==> config.mk <==
export PLATFORM = sky130hd
export DESIGN_NAME = fifo_push_arbiter
export DESIGN_NICKNAME = d
export VERILOG_FILES = /design/src/rtl/fifo_push_arbiter.sv
export SDC_FILE = /design/constraint.sdc
export NUM_CORES = 1
export LEC_CHECK = 0
export CORE_ASPECT_RATIO = 0.75
export CORE_MARGIN = 1.5
export CORE_UTILIZATION = 32
export CTS_CLUSTER_DIAMETER = 150
export DETAILED_ROUTE_END_ITERATION = 8
export GPL_TIMING_DRIVEN = 1
export PLACE_DENSITY = 0.76
export SLEW_MARGIN = 10
export SYNTH_ARGS = -nofsm -noshare
export SYNTH_HDL_FRONTEND = slang
export SYNTH_SLANG_ARGS = --single-unit
==> constraint.sdc <==
create_clock -name clk -period 1.65 [get_ports clk]
set_clock_uncertainty 0.1 [all_clocks]
set_input_delay 0.33 -clock clk [delete_from_list [all_inputs] [get_ports clk]]
set_output_delay 0.33 -clock clk [all_outputs]
set_load 0.05 [all_outputs]
==> src/rtl/fifo_push_arbiter.sv <==
// Round-robin arbiter with bounded burst lock that shares one FIFO write port among NUM_REQ requesters.
// Define FPA_STALL_CNT_EN to add stall_cnt, a saturating count of grant cycles stalled by fifo_full.
module fifo_push_arbiter #(
  parameter int NUM_REQ    = 4,
  parameter int DATA_WIDTH = 8,
  parameter int MAX_BURST  = 4
) (
  input  logic                          clk,
  input  logic                          rst_n,
  input  logic [NUM_REQ-1:0]            req_valid,
  input  logic [NUM_REQ*DATA_WIDTH-1:0] req_data,
  output logic [NUM_REQ-1:0]            req_ready,
  input  logic                          fifo_full,
  output logic                          fifo_push,
  output logic [DATA_WIDTH-1:0]         fifo_wr_data,
  output logic [$clog2(NUM_REQ)-1:0]    grant_id,
  output logic                          busy
`ifdef FPA_STALL_CNT_EN
  ,
  output logic [15:0]                   stall_cnt
`endif
);

  localparam int GW = $clog2(NUM_REQ);
  localparam int CW = $clog2(MAX_BURST + 1);

  typedef enum logic {IDLE, GRANT} state_t;

  state_t                state, state_nxt;
  logic [GW-1:0]         last_grant, last_grant_nxt, grant_nxt, sel_id, idx;
  logic [CW-1:0]         beat_cnt, beat_cnt_nxt;
  logic                  sel_found, valid_g, xfer;
  logic [DATA_WIDTH-1:0] data_arr [NUM_REQ];

  for (genvar i = 0; i < NUM_REQ; i++) begin : gen_slice
    assign data_arr[i] = req_data[i*DATA_WIDTH +: DATA_WIDTH];
  end

  assign valid_g = req_valid[grant_id];
  assign busy    = (state == GRANT);

  // Rotating priority: scan starts just after the last released requester.
  always_comb begin
    sel_found = 1'b0;
    sel_id    = '0;
    idx       = '0;
    for (int i = 0; i < NUM_REQ; i++) begin
      idx = GW'((int'(last_grant) + 1 + i) % NUM_REQ);
      if (!sel_found && req_valid[idx]) begin
        sel_found = 1'b1;
        sel_id    = idx;
      end
    end
  end

  always_comb begin
    state_nxt      = state;
    grant_nxt      = grant_id;
    last_grant_nxt = last_grant;
    beat_cnt_nxt   = beat_cnt;
    req_ready      = '0;
    fifo_push      = 1'b0;
    fifo_wr_data   = '0;
    xfer           = 1'b0;
    case (state)
      IDLE: begin
        if (sel_found) begin
          grant_nxt    = sel_id;
          beat_cnt_nxt = '0;
          state_nxt    = GRANT;
        end
      end
      GRANT: begin
        req_ready[grant_id] = !fifo_full;
        xfer                = valid_g && !fifo_full;
        fifo_push           = xfer;
        fifo_wr_data        = data_arr[grant_id];
        if (xfer) beat_cnt_nxt = beat_cnt + CW'(1);
        // A full-FIFO stall keeps the grant; only an idle requester or the burst limit releases it.
        if (!valid_g || (xfer && beat_cnt == CW'(MAX_BURST - 1))) begin
          state_nxt      = IDLE;
          last_grant_nxt = grant_id;
        end
      end
      default: state_nxt = IDLE;
    endcase
  end

  always_ff @(posedge clk or negedge rst_n) begin
    if (!rst_n) begin
      state      <= IDLE;
      grant_id   <= '0;
      last_grant <= GW'(NUM_REQ - 1);
      beat_cnt   <= '0;
    end else begin
      state      <= state_nxt;
      grant_id   <= grant_nxt;
      last_grant <= last_grant_nxt;
      beat_cnt   <= beat_cnt_nxt;
    end
  end

`ifdef FPA_STALL_CNT_EN
  always_ff @(posedge clk or negedge rst_n) begin
    if (!rst_n) begin
      stall_cnt <= '0;
    end else if (state == GRANT && valid_g && fifo_full && stall_cnt != 16'hFFFF) begin
      stall_cnt <= stall_cnt + 16'd1;
    end
  end
`endif

  push_safe: assert property (@(posedge clk) disable iff (!rst_n) !(fifo_push && fifo_full));

endmodule

==> metrics.txt <==
# TYPE chip_impl_metric gauge
chip_impl_metric{name="dpl-instance-area",unit="um2"} 1600
chip_impl_metric{name="setup_tns",unit="ns"} -4.13
chip_impl_metric{name="postSynth.asyncResetShare",unit=""} 1.00
chip_impl_metric{name="grt_max_degree",unit=""} 24
chip_impl_metric{name="cts_bufs_inserted",unit=""} 3
chip_impl_metric{name="syn2layout_area_growth",unit="%"} 110
chip_impl_metric{name="fmax",unit="MHz"} 489
chip_impl_metric{name="number_of_flops_mapped_to_enable_cells_by_yosys",unit=""} 0
chip_impl_metric{name="vias_after_detailed_routing",unit=""} 923
chip_impl_metric{name="grt_antenna_before_repair",unit=""} 0
chip_impl_metric{name="initial_utilization",unit=""} 0.351
chip_impl_metric{name="synth-seq-cells",unit=""} 8
chip_impl_info{name="failed_checks",value="negative setup slack"} 1
chip_impl_metric{name="fp-row-count",unit=""} 15
chip_impl_metric{name="gp_congestion",unit=""} 0.771
chip_impl_metric{name="syn_inst",unit=""} 75
chip_impl_metric{name="die_x",unit="um"} 62.0
chip_impl_metric{name="ctsHtreeMaxLevel",unit=""} 1
chip_impl_metric{name="final.fill_count",unit=""} 185
chip_impl_info{name="cts_tree",value="done"} 1
chip_impl_metric{name="tightest_slew",unit="ns"} 0.374
chip_impl_metric{name="worstPathArrival",unit="ns"} 1.61
chip_impl_metric{name="fp.dieArea",unit="um2"} 2930
chip_impl_metric{name="nNetsFinal",unit=""} 186
chip_impl_info{name="end_kind",value="output port"} 1
chip_impl_metric{name="maxCapViolations",unit=""} 0
chip_impl_info{name="synth_top_cells_by_area",value="mux4_2 (24%), dfrtp_1 (18%), dfstp_2 (6.3%)"} 1
chip_impl_metric{name="io_pins",unit=""} 55
chip_impl_info{name="root_buffer",value="clkbuf_4"} 1
chip_impl_metric{name="number_of_global_route_vias_before_repair",unit=""} 975
chip_impl_metric{name="synth_cell_types",unit=""} 35
chip_impl_metric{name="core_region_area",unit="um2"} 2380
chip_impl_metric{name="antennaDiodeCount",unit=""} 0
chip_impl_info{name="hp-class",value="primary input to async pin"} 1
chip_impl_metric{name="worstPathRequired",unit="ns"} 1.22
chip_impl_metric{name="drt-total-wl",unit="um"} 2890
chip_impl_metric{name="netlist_area",unit="um2"} 836
chip_impl_metric{name="clkSlewWorstSetupHoldPaths",unit="ns"} 0.06
chip_impl_info{name="synthMostInstantiatedCell",value="mux4_2"} 1
chip_impl_metric{name="synth_sequential_area_ratio",unit=""} 0.243
chip_impl_metric{name="place.detailed.hpwl",unit="um"} 2200
chip_impl_metric{name="utilization",unit=""} 0.736
chip_impl_metric{name="grt_first_pass_wirelength",unit="um"} 4530
chip_impl_metric{name="drt_iter0_drc",unit=""} 43
chip_impl_metric{name="slew-limit-headroom",unit=""} 0.750
chip_impl_info{name="yosys_most_used_dff",value="dfrtp_1"} 1
chip_impl_metric{name="buffer_ports.inserted",unit=""} 54
chip_impl_metric{name="synth.avg_cell_area",unit="um2"} 11.1
chip_impl_metric{name="globalRoute.totalOverflow",unit=""} 0
chip_impl_metric{name="finalWorstPathRequiredPeriod",unit="ns"} 2.04
chip_impl_metric{name="timing.reg2reg.worst_path_depth",unit=""} 4
chip_impl_metric{name="worst_slack_at_placement",unit="ns"} -0.474
chip_impl_metric{name="final_layout_size_suffix_gt1_frac",unit=""} 0.507
chip_impl_metric{name="clock_sinks",unit=""} 8
chip_impl_metric{name="layout_worst_path_cycle_share",unit=""} 1.24
chip_impl_metric{name="regToRegSetupSlack",unit="ns"} -0.10
chip_impl_metric{name="finalMaxSlewViolations",unit=""} 0
chip_impl_metric{name="power.static_leakage",unit="uW"} 0.000745
chip_impl_metric{name="die_y",unit="um"} 47.3
chip_impl_metric{name="clk_latency",unit="ns"} 0.26
chip_impl_info{name="regToRegStartpoint",value="grant_id[1]$_DFFE_PN0P_"} 1
chip_impl_metric{name="finalWorstSetupSlack",unit="ns"} -0.394
chip_impl_metric{name="synth.net_count",unit=""} 116
chip_impl_metric{name="total_power",unit="uW"} 3280
chip_impl_info{name="run_status",value="complete, but fails checks"} 1
chip_impl_metric{name="globalRouteTotalUtil",unit=""} 0.218
chip_impl_info{name="synth.cells.most_frequent",value="mux4_2 (9), and2_1 (8), dfrtp_1 (6)"} 1
chip_impl_metric{name="clock_path_buffers",unit=""} 2
chip_impl_info{name="synth_top_area_cell",value="mux4_2"} 1
chip_impl_metric{name="final-setup-viol-count",unit=""} 17
chip_impl_metric{name="vias_per_cell",unit=""} 5.19
chip_impl_metric{name="drt-pass1-iter-count",unit=""} 4
chip_impl_metric{name="post-synth-top-area-fraction",unit=""} 0.243
chip_impl_metric{name="detail_route.wl_per_cell",unit="um"} 16.2
chip_impl_metric{name="cellPowerDensity",unit="nW/um2"} 1870
chip_impl_info{name="end_of_the_worst_register_to_register_path",value="last_grant[0]$_DFFE_PN1P_"} 1
chip_impl_info{name="startpoint_type",value="flop"} 1
chip_impl_metric{name="stdcell_area",unit="um2"} 1760
chip_impl_info{name="rsz0062_at_grt",value="yes"} 1
chip_impl_metric{name="crit_path_max_fanout",unit=""} 7
chip_impl_metric{name="finalHoldViolations",unit=""} 0
chip_impl_metric{name="vdd_drop_max",unit="V"} 0.000820
chip_impl_info{name="path_class",value="flop to output port"} 1
chip_impl_metric{name="antenna_left",unit=""} 0
chip_impl_metric{name="drc",unit=""} 0
chip_impl_metric{name="yosys_warnings",unit=""} 0
repair_timing:
action	in CTS	in global routing
buffers inserted	6	0
setup endpoints to repair	15	19
gates resized for setup	24	0
hold buffers	0	0
pin swaps	4	4
metrics by stage:
stage | cells | hold slack (ns)
after floorplan | 75 | -0.0656
after global placement | 169 | 0.432
after detailed placement | 169 | 0.457
after CTS | 179 | 0.256
after global routing | 178 | 0.261
final | 178 | 0.252
registers in the layout, indices dropped and copies added (netlist names):
signal      cells
beat_cnt        3
last_grant      2
busy            1
grant_id        2
where the power goes:
group,internal (uW),total (uW),switching [uW]
logic,1390,2680,1300
registers,309,434,124
clock network,92.7,162,69.2
total,1790,3280,1490
how the worst max path moves through the flow:
| stage | slack (ns) | depth (start not counted) | end | startpoint |
|---|---|---|---|---|
| floorplan | -0.32 | 4 | fifo_wr_data[0] | grant_id[0]$_DFFE_PN0P_ |
| global placement | -0.44 | 4 | fifo_push | req_valid[3] |
| detailed placement | -0.47 | 4 | fifo_push | req_valid[3] |
| CTS | -0.38 | 4 | fifo_wr_data[6] | grant_id[0]$_DFFE_PN0P_ |
| global route | -0.44 | 4 | fifo_wr_data[1] | grant_id[0]$_DFFE_PN0P_ |
| finish | -0.39 | 4 | fifo_wr_data[6] | grant_id[0]$_DFFE_PN0P_ |
worst max-delay path, stage by stage, from the launching register on:
cell and delay [ns]:
dfrtp_2 0.41, buf_12 0.14, mux4_2 0.49, and2_4 0.17, buf_6 0.14
cell usage in the layout, fill, tap and decap left out, types with 2 or more instances in the layout:
| master | netlist | routed |
|---|---|---|
| dfrtp_1 | 6 | 3 |
| nor2b_4 | 0 | 2 |
| ha_1 | 2 | 2 |
| buf_12 | 0 | 9 |
| nand4bb_1 | 2 | 2 |
| o211ai_2 | 3 | 3 |
| buf_6 | 1 | 12 |
| nor2_1 | 2 | 2 |
| nor3b_4 | 0 | 2 |
| and2_4 | 0 | 8 |
| nand2_1 | 4 | 4 |
| nand3b_1 | 3 | 3 |
| clkdlybuf4s50_1 | 0 | 33 |
| dfstp_2 | 2 | 2 |
| dfrtp_2 | 0 | 3 |
| nand2b_1 | 3 | 2 |
| mux2_4 | 0 | 2 |
| dlygate4sd2_1 | 0 | 5 |
| buf_4 | 0 | 11 |
| clkbuf_4 | 0 | 3 |
| mux4_2 | 9 | 9 |
logic make-up after synthesis:
| family | after synthesis | share of synthesized area |
|---|---|---|
| DFF | 8 | 0.243 |
| buffers and inverters | 7 | 0.0434 |
| and+or+nand+nor | 35 | 0.281 |
| muxes | 12 | 0.281 |
| AOI/OAI and AO/OA | 11 | 0.121 |
| adders and majority gates | 2 | 0.0299 |
cell type report:
cell class / count / area, um2 / area share
Multi-Input combinational cell: 60 / 689 / 0.393
Timing Repair Buffer: 71 / 787 / 0.448
Tap cell: 34 / 42.5 / 0.0242
Sequential cell: 8 / 206 / 0.118
Clock buffer: 4 / 26.3 / 0.0150
Inverter: 1 / 3.75 / 0.00214
per-layer routing:
metal	global-route usage	share of wire	up-vias
met5	0	0	-
met4	0.0511	0.0097	0
met3	0.0634	0.077	8
met2	0.390	0.49	42
met1	0.260	0.42	444
li1	-	-	429
Note: power is estimated with default switching activity, not from simulation.
